--- src/rtl/uart_baud_gen.sv ---
// Fractional baud-rate generator: oversample, mid-bit and bit ticks from a
// programmable D + F/2^FRAC_W divisor with tick-aligned, glitch-free updates.
module uart_baud_gen #(
    parameter int DIV_W      = 16,
    parameter int FRAC_W     = 4,
    parameter int OSR        = 16,
    parameter int RESET_DIV  = 27,
    parameter int RESET_FRAC = 0
) (
    input  logic              i_clk,
    input  logic              i_rst,
    input  logic              i_en,
    input  logic [DIV_W-1:0]  i_divisor,
    input  logic [FRAC_W-1:0] i_frac,
    input  logic              i_load,
    input  logic              i_restart,
    output logic              o_os_tick,
    output logic              o_mid_tick,
    output logic              o_bit_tick,
    output logic              o_cfg_err
);

    localparam int OSC_W = $clog2(OSR);
    localparam logic [OSC_W-1:0] OSC_LAST = OSC_W'(OSR - 1);
    localparam logic [OSC_W-1:0] OSC_MID  = OSC_W'(OSR / 2 - 1);
    localparam logic [DIV_W:0]   CNT_ONE  = {{DIV_W{1'b0}}, 1'b1};

    logic [DIV_W-1:0]  r_ad;
    logic [FRAC_W-1:0] r_af;
    logic [DIV_W-1:0]  r_pd;
    logic [FRAC_W-1:0] r_pf;
    logic              r_pv;
    logic [DIV_W:0]    r_cnt;
    logic [FRAC_W-1:0] r_acc;
    logic              r_lng;
    logic [OSC_W-1:0]  r_osc;

    logic [DIV_W:0]    w_period_m1;
    logic              w_hit;
    logic              w_cfg_err;
    logic              w_os;
    logic              w_imm;
    logic              w_apply;
    logic [FRAC_W-1:0] w_af_add;
    logic [FRAC_W:0]   w_acc_sum;

    always_comb begin
        w_cfg_err   = (r_ad < DIV_W'(2));
        w_period_m1 = ({1'b0, r_ad} + {{DIV_W{1'b0}}, r_lng}) - CNT_ONE;
        // >= rather than == so a shorter divisor applied mid-period (En low)
        // ends the current period on the next enabled cycle instead of wrapping.
        w_hit       = (r_cnt >= w_period_m1);
        w_os        = i_en & ~i_rst & ~w_cfg_err & ~i_restart & w_hit;
        w_imm       = ~i_en | w_cfg_err | i_restart;
        w_apply     = r_pv & (w_os | w_imm);
        // On the tick that swaps config in, the new fraction already drives
        // the carry, so the first new period follows the new fractional pattern.
        w_af_add    = (r_pv & w_os) ? r_pf : r_af;
        w_acc_sum   = {1'b0, r_acc} + {1'b0, w_af_add};
    end

    always_ff @(posedge i_clk) begin
        if (i_rst) begin
            r_ad  <= DIV_W'(RESET_DIV);
            r_af  <= FRAC_W'(RESET_FRAC);
            r_pd  <= '0;
            r_pf  <= '0;
            r_pv  <= 1'b0;
            r_cnt <= '0;
            r_acc <= '0;
            r_lng <= 1'b0;
            r_osc <= '0;
        end else begin
            if (i_load && w_imm) begin
                r_ad <= i_divisor;
                r_af <= i_frac;
                r_pv <= 1'b0;
            end else begin
                if (w_apply) begin
                    r_ad <= r_pd;
                    r_af <= r_pf;
                    r_pv <= 1'b0;
                end
                if (i_load) begin
                    r_pd <= i_divisor;
                    r_pf <= i_frac;
                    r_pv <= 1'b1;
                end
            end

            if (i_restart || w_cfg_err) begin
                r_cnt <= '0;
                r_acc <= '0;
                r_lng <= 1'b0;
                r_osc <= '0;
            end else if (i_en) begin
                if (w_hit) begin
                    r_cnt <= '0;
                    r_acc <= w_acc_sum[FRAC_W-1:0];
                    r_lng <= w_acc_sum[FRAC_W];
                    r_osc <= (r_osc == OSC_LAST) ? '0 : r_osc + OSC_W'(1);
                end else begin
                    r_cnt <= r_cnt + CNT_ONE;
                end
            end
        end
    end

    assign o_os_tick  = w_os;
    assign o_mid_tick = w_os & (r_osc == OSC_MID);
    assign o_bit_tick = w_os & (r_osc == OSC_LAST);
    assign o_cfg_err  = w_cfg_err;

endmodule

--- config.mk ---
export PLATFORM = sky130hd
export DESIGN_NAME = uart_baud_gen
export DESIGN_NICKNAME = d
export VERILOG_FILES = /design/src/rtl/uart_baud_gen.sv
export SDC_FILE = /design/constraint.sdc
export NUM_CORES = 1
export LEC_CHECK = 0
export ABC_AREA = 1
export ABC_CLOCK_PERIOD_IN_PS = 3250
export CAP_MARGIN = 0
export CORE_ASPECT_RATIO = 1.75
export CORE_MARGIN = 8
export CORE_UTILIZATION = 36
export CTS_CLUSTER_SIZE = 8
export DETAILED_ROUTE_END_ITERATION = 8
export GPL_TIMING_DRIVEN = 0
export PLACE_DENSITY_LB_ADDON = 0.25
export REMOVE_ABC_BUFFERS = 1
export SKIP_LAST_GASP = 1
export SLEW_MARGIN = 10
export SYNTH_ARGS = -nofsm -noshare
export SYNTH_HDL_FRONTEND = slang
export SYNTH_SLANG_ARGS = --single-unit
--- constraint.sdc ---
create_clock -name i_clk -period 3.25 [get_ports i_clk]
set_input_delay 0.975 -clock i_clk [delete_from_list [all_inputs] [get_ports i_clk]]
set_output_delay 0.975 -clock i_clk [all_outputs]
set_load 0.02 [all_outputs]
==> impl_metrics.csv <==
group,metric,value,unit
clock_tree,numCtsBuffers,9,
hold_path,hold_path_end,"r_ad[0]$_SDFFE_PP1P_",
global_routing,grt-ovfl-total,0,
status,violations,"setup timing",
clock_tree,cts_root_buffer,"clkbuf_16",
setup_path,critPathMaxFanout,4,
route,viasPerCell,5.05,
timing,relSlewSlack,0.399,
clock_tree,cts.sinks,67,
global_routing,grt_pass1_vias,3631,
placed_design,gp_congestion,0.807,
job,cap_violations,0,
route,drtAntennaViolNets,0,
final_layout,n_antenna_cell,0,
setup_path,cp_common_cell,"nor3_4",
setup_path,path_cells,"inv_2 -> ha_4 -> nand2_4 -> nor3_4 -> nand3_4 -> nor3_4 -> nand2_1 -> xnor2_1 -> inv_1 -> ha_4 -> nand4_1 -> nor2_4 -> nand3_2 -> nand3_4 -> nand2_8 -> nor3_4 -> buf_6",
setup_path,cp_slowest_stage_delay,0.32,ns
final_layout,drive_above_1_share,0.148,
clock_tree,holdBufCountCts,0,
floorplan,ioPinCount,29,
pwr,ir_worst_vdd,0.249,mV
yosys,syn_area_per_cell,7.00,sq um
clock_tree,clkLatencyLatePin,0.34,ns
status,status,"complete, but fails checks",
final_layout,fill_cells,1096,
route,drt-initial-drc-count,155,
yosys,synth.distinct_cells,38,
clock_tree,clockBufferDepth,2,
hold_path,whs_path_depth,2,
timing,post-route-period-util,1.20,
yosys,syn-cell-area,4060,sq um
setup_path,arrival,2.94,ns
timing,fmax,0.256,GHz
hold_path,hold_class,"register to register",
clock_tree,htree_levels,3,
final_layout,nNetsFinal,659,
yosys,ys_seq_area_frac,0.330,
placed_design,io_buffers,28,
placed_design,post-dp-hpwl,6570,um
setup_path,cp-end-kind,"primary output",
global_routing,antenna_found_initial,0,
floorplan,die_w,96.3,um
placed_design,placed_area,4340,sq um
global_routing,grt_max_degree,38,
pwr,powerDensity,452,nW/um^2
floorplan,core_area,11000,sq um
route,wirelength,9930,um
route,firstDrtPassIters,5,
yosys,synthCells,580,
floorplan,die_height,156,um
yosys,synth_warnings,0,
clock_tree,clk_pin_slew,0.06,ns
final_layout,multi_input_area,2630,sq um
setup_path,regToRegSetupSlack,-0.57,ns
setup_path,r2r_end,"r_acc[2]$_SDFFE_PP0P_",
setup_path,worst_path_max_delay_cell,"dfxtp_2",
global_routing,grt_pass1_wl,16500,um
hold_path,hold_path.startpoint,"r_ad[0]$_SDFFE_PP1P_",
floorplan,die_area,15100,sq um
timing,layout_min_cycle_time,3.91,ns
route,drc,0,
timing,clock_skew,0.00711,ns
pwr,leakagePower,2.11,nW
floorplan,num_rows,51,
setup_path,critPathKind,"register to primary output",
setup_path,rr_startpoint,"r_ad[0]$_SDFFE_PP1P_",
setup_path,reg2regPathDepth,24,
timing,setup_violations,8,
timing,slew_viol_final,0,
timing,hold_ws,0.457,ns
final_layout,regArea,1340,sq um
final_layout,final_cell_area,5050,sq um
route,post_drt_wl_per_cell,13.3,um
route,vias,3762,
timing,rsz0062_at_grt,"true",
timing,tightest_slew,0.898,ns
timing,finalHoldViolations,0,
setup_path,crit_required,2.27,ns
final_layout,area_delta_synth_final,24.4,%
clock_tree,cts_tree,"built",
yosys,synth_seq_cells,67,
setup_path,critPathLaunchType,"register",
timing,fin_ws,-0.663,ns
global_routing,grtUsageTotal,0.138,
floorplan,start_util,0.368,
## registers in the layout, indices dropped and copies added, names as in the netlist
name and cells:
r_cnt 17, r_ad 16, r_pd 16, r_acc 4
r_af 4, r_osc 4, r_pf 4, r_lng 1
r_pv 1
## per-layer routing
| layer | GRT usage | vias up | part of all wire |
|---|---|---|---|
| li1 | - | 1961 | - |
| met5 | 0 | - | 0 |
| met4 | 0.0921 | 0 | 0.040 |
| met3 | 0.0192 | 25 | 0.025 |
| met2 | 0.251 | 72 | 0.54 |
| met1 | 0.139 | 1704 | 0.40 |
## final cells by class
type,instances,share of cell area
multi-input combinational,435,0.521
clock inverter,4,0.0144
timing repair buffer,38,0.0721
clock buffer,12,0.0508
tap,132,0.0327
sequential,67,0.266
inverter,57,0.0429
## synthesized netlist by cell type
cell type    n  area share
a21boi_0     1      0.0019
a21o_1       2      0.0037
a21oi_1     59       0.073
a41oi_1      1      0.0022
and3_1       1      0.0015
buf_1        1     0.00092
buf_2        4      0.0049
buf_4       10       0.018
buf_6        4       0.011
clkbuf_1     6      0.0055
dfxtp_1     67        0.33
fa_1         1      0.0049
ha_1        25       0.077
inv_1       54       0.050
inv_2        2      0.0019
inv_4        1      0.0015
nand2_1    129        0.12
nand2_2      3      0.0046
nand2_4      3      0.0083
nand2_8      2      0.0099
nand3_1     77       0.095
nand3_2      1      0.0025
nand3b_1     1      0.0019
nand4_1      4      0.0062
nor2_1      60       0.055
nor2_2       5      0.0077
nor2_4       1      0.0028
nor3_1       8      0.0099
nor3_2       4      0.0099
nor3b_1      3      0.0055
o211a_1      1      0.0025
o21a_1       4      0.0074
o21ai_0     10       0.012
o21ai_1      3      0.0037
o31ai_1      1      0.0019
or2_2        1      0.0015
xnor2_1      4      0.0086
xor2_1      16       0.035
## what timing repair did
action	in CTS	in global routing
buffers inserted	10	1
resized for setup	58	20
pin swaps	24	21
gates cloned	3	1
endpoints found under the setup margin	57	48
## where the power goes
part	leakage (nW)	switching, mW	internal (mW)
sequential	0.546	0.0311	0.854
combinational	1.40	0.189	0.125
clock	0.159	0.371	0.712
total	2.11	0.592	1.69
## layout by cell type, fill, tap and decap left out, types with 5 or more instances in the layout
cell / n
a21oi_1: 51
a21oi_2: 8
buf_4: 7
buf_6: 6
clkbuf_16: 9
clkdlybuf4s50_1: 23
dfxtp_1: 65
ha_1: 20
inv_1: 51
inv_2: 5
nand2_1: 123
nand2_2: 6
nand2_4: 5
nand2_8: 7
nand3_1: 73
nor2_1: 56
nor2_2: 8
nor3_1: 6
o21ai_0: 8
o21ai_1: 5
xor2_1: 16
## how the worst max path moves through the flow
stage	from	to	slack, ns
floorplan	r_ad[0]$_SDFFE_PP1P_	o_mid_tick	-0.55
global placement	i_en	o_mid_tick	-1.56
detailed placement	i_en	o_mid_tick	-1.56
CTS	r_ad[0]$_SDFFE_PP1P_	o_mid_tick	-0.74
global route	r_ad[0]$_SDFFE_PP1P_	r_acc[3]$_SDFFE_PP0P_	-0.87
finish	r_ad[0]$_SDFFE_PP1P_	o_mid_tick	-0.66
## worst max-delay path, delay by kind of cell (launching register included)
kind	cells	cell delay [ns]
XOR/XNOR	1	0.15
adder cells (fa/ha/maj)	2	0.43
buffers and inverters	3	0.30
flip-flops	1	0.32
AND/OR/NAND/NOR	11	1.42
## logic make-up (layout without fill, tap and decap cells)
kind of cell,Yosys count,after routing,share of synthesized area
compound gates,82,82,0.108
xor+xnor,20,20,0.0432
simple gates,303,307,0.342
buf+inv,82,111,0.0943
fa+ha+maj,26,26,0.0820
flops,67,67,0.330
## stage by stage
| stage | worst slack (ns) | utilization | setup TNS [ns] | power (mW) | std cells |
|---|---|---|---|---|---|
| 6_report | -0.663 | 0.457 | -4.28 | 2.28 | 745 |
| 2_1_floorplan | -0.550 | - | -2.71 | 1.08 | 555 |
| 3_3_place_gp | -1.56 | 0.393 | -38.62 | 1.17 | 715 |
| 3_5_place_dp | -1.56 | 0.393 | -39.64 | 1.17 | 715 |
| 5_1_grt | -0.874 | 0.457 | -7.81 | 2.37 | 745 |
| 4_1_cts | -0.742 | 0.450 | -5.23 | 2.29 | 744 |
(Power assumes the default switching activity.)
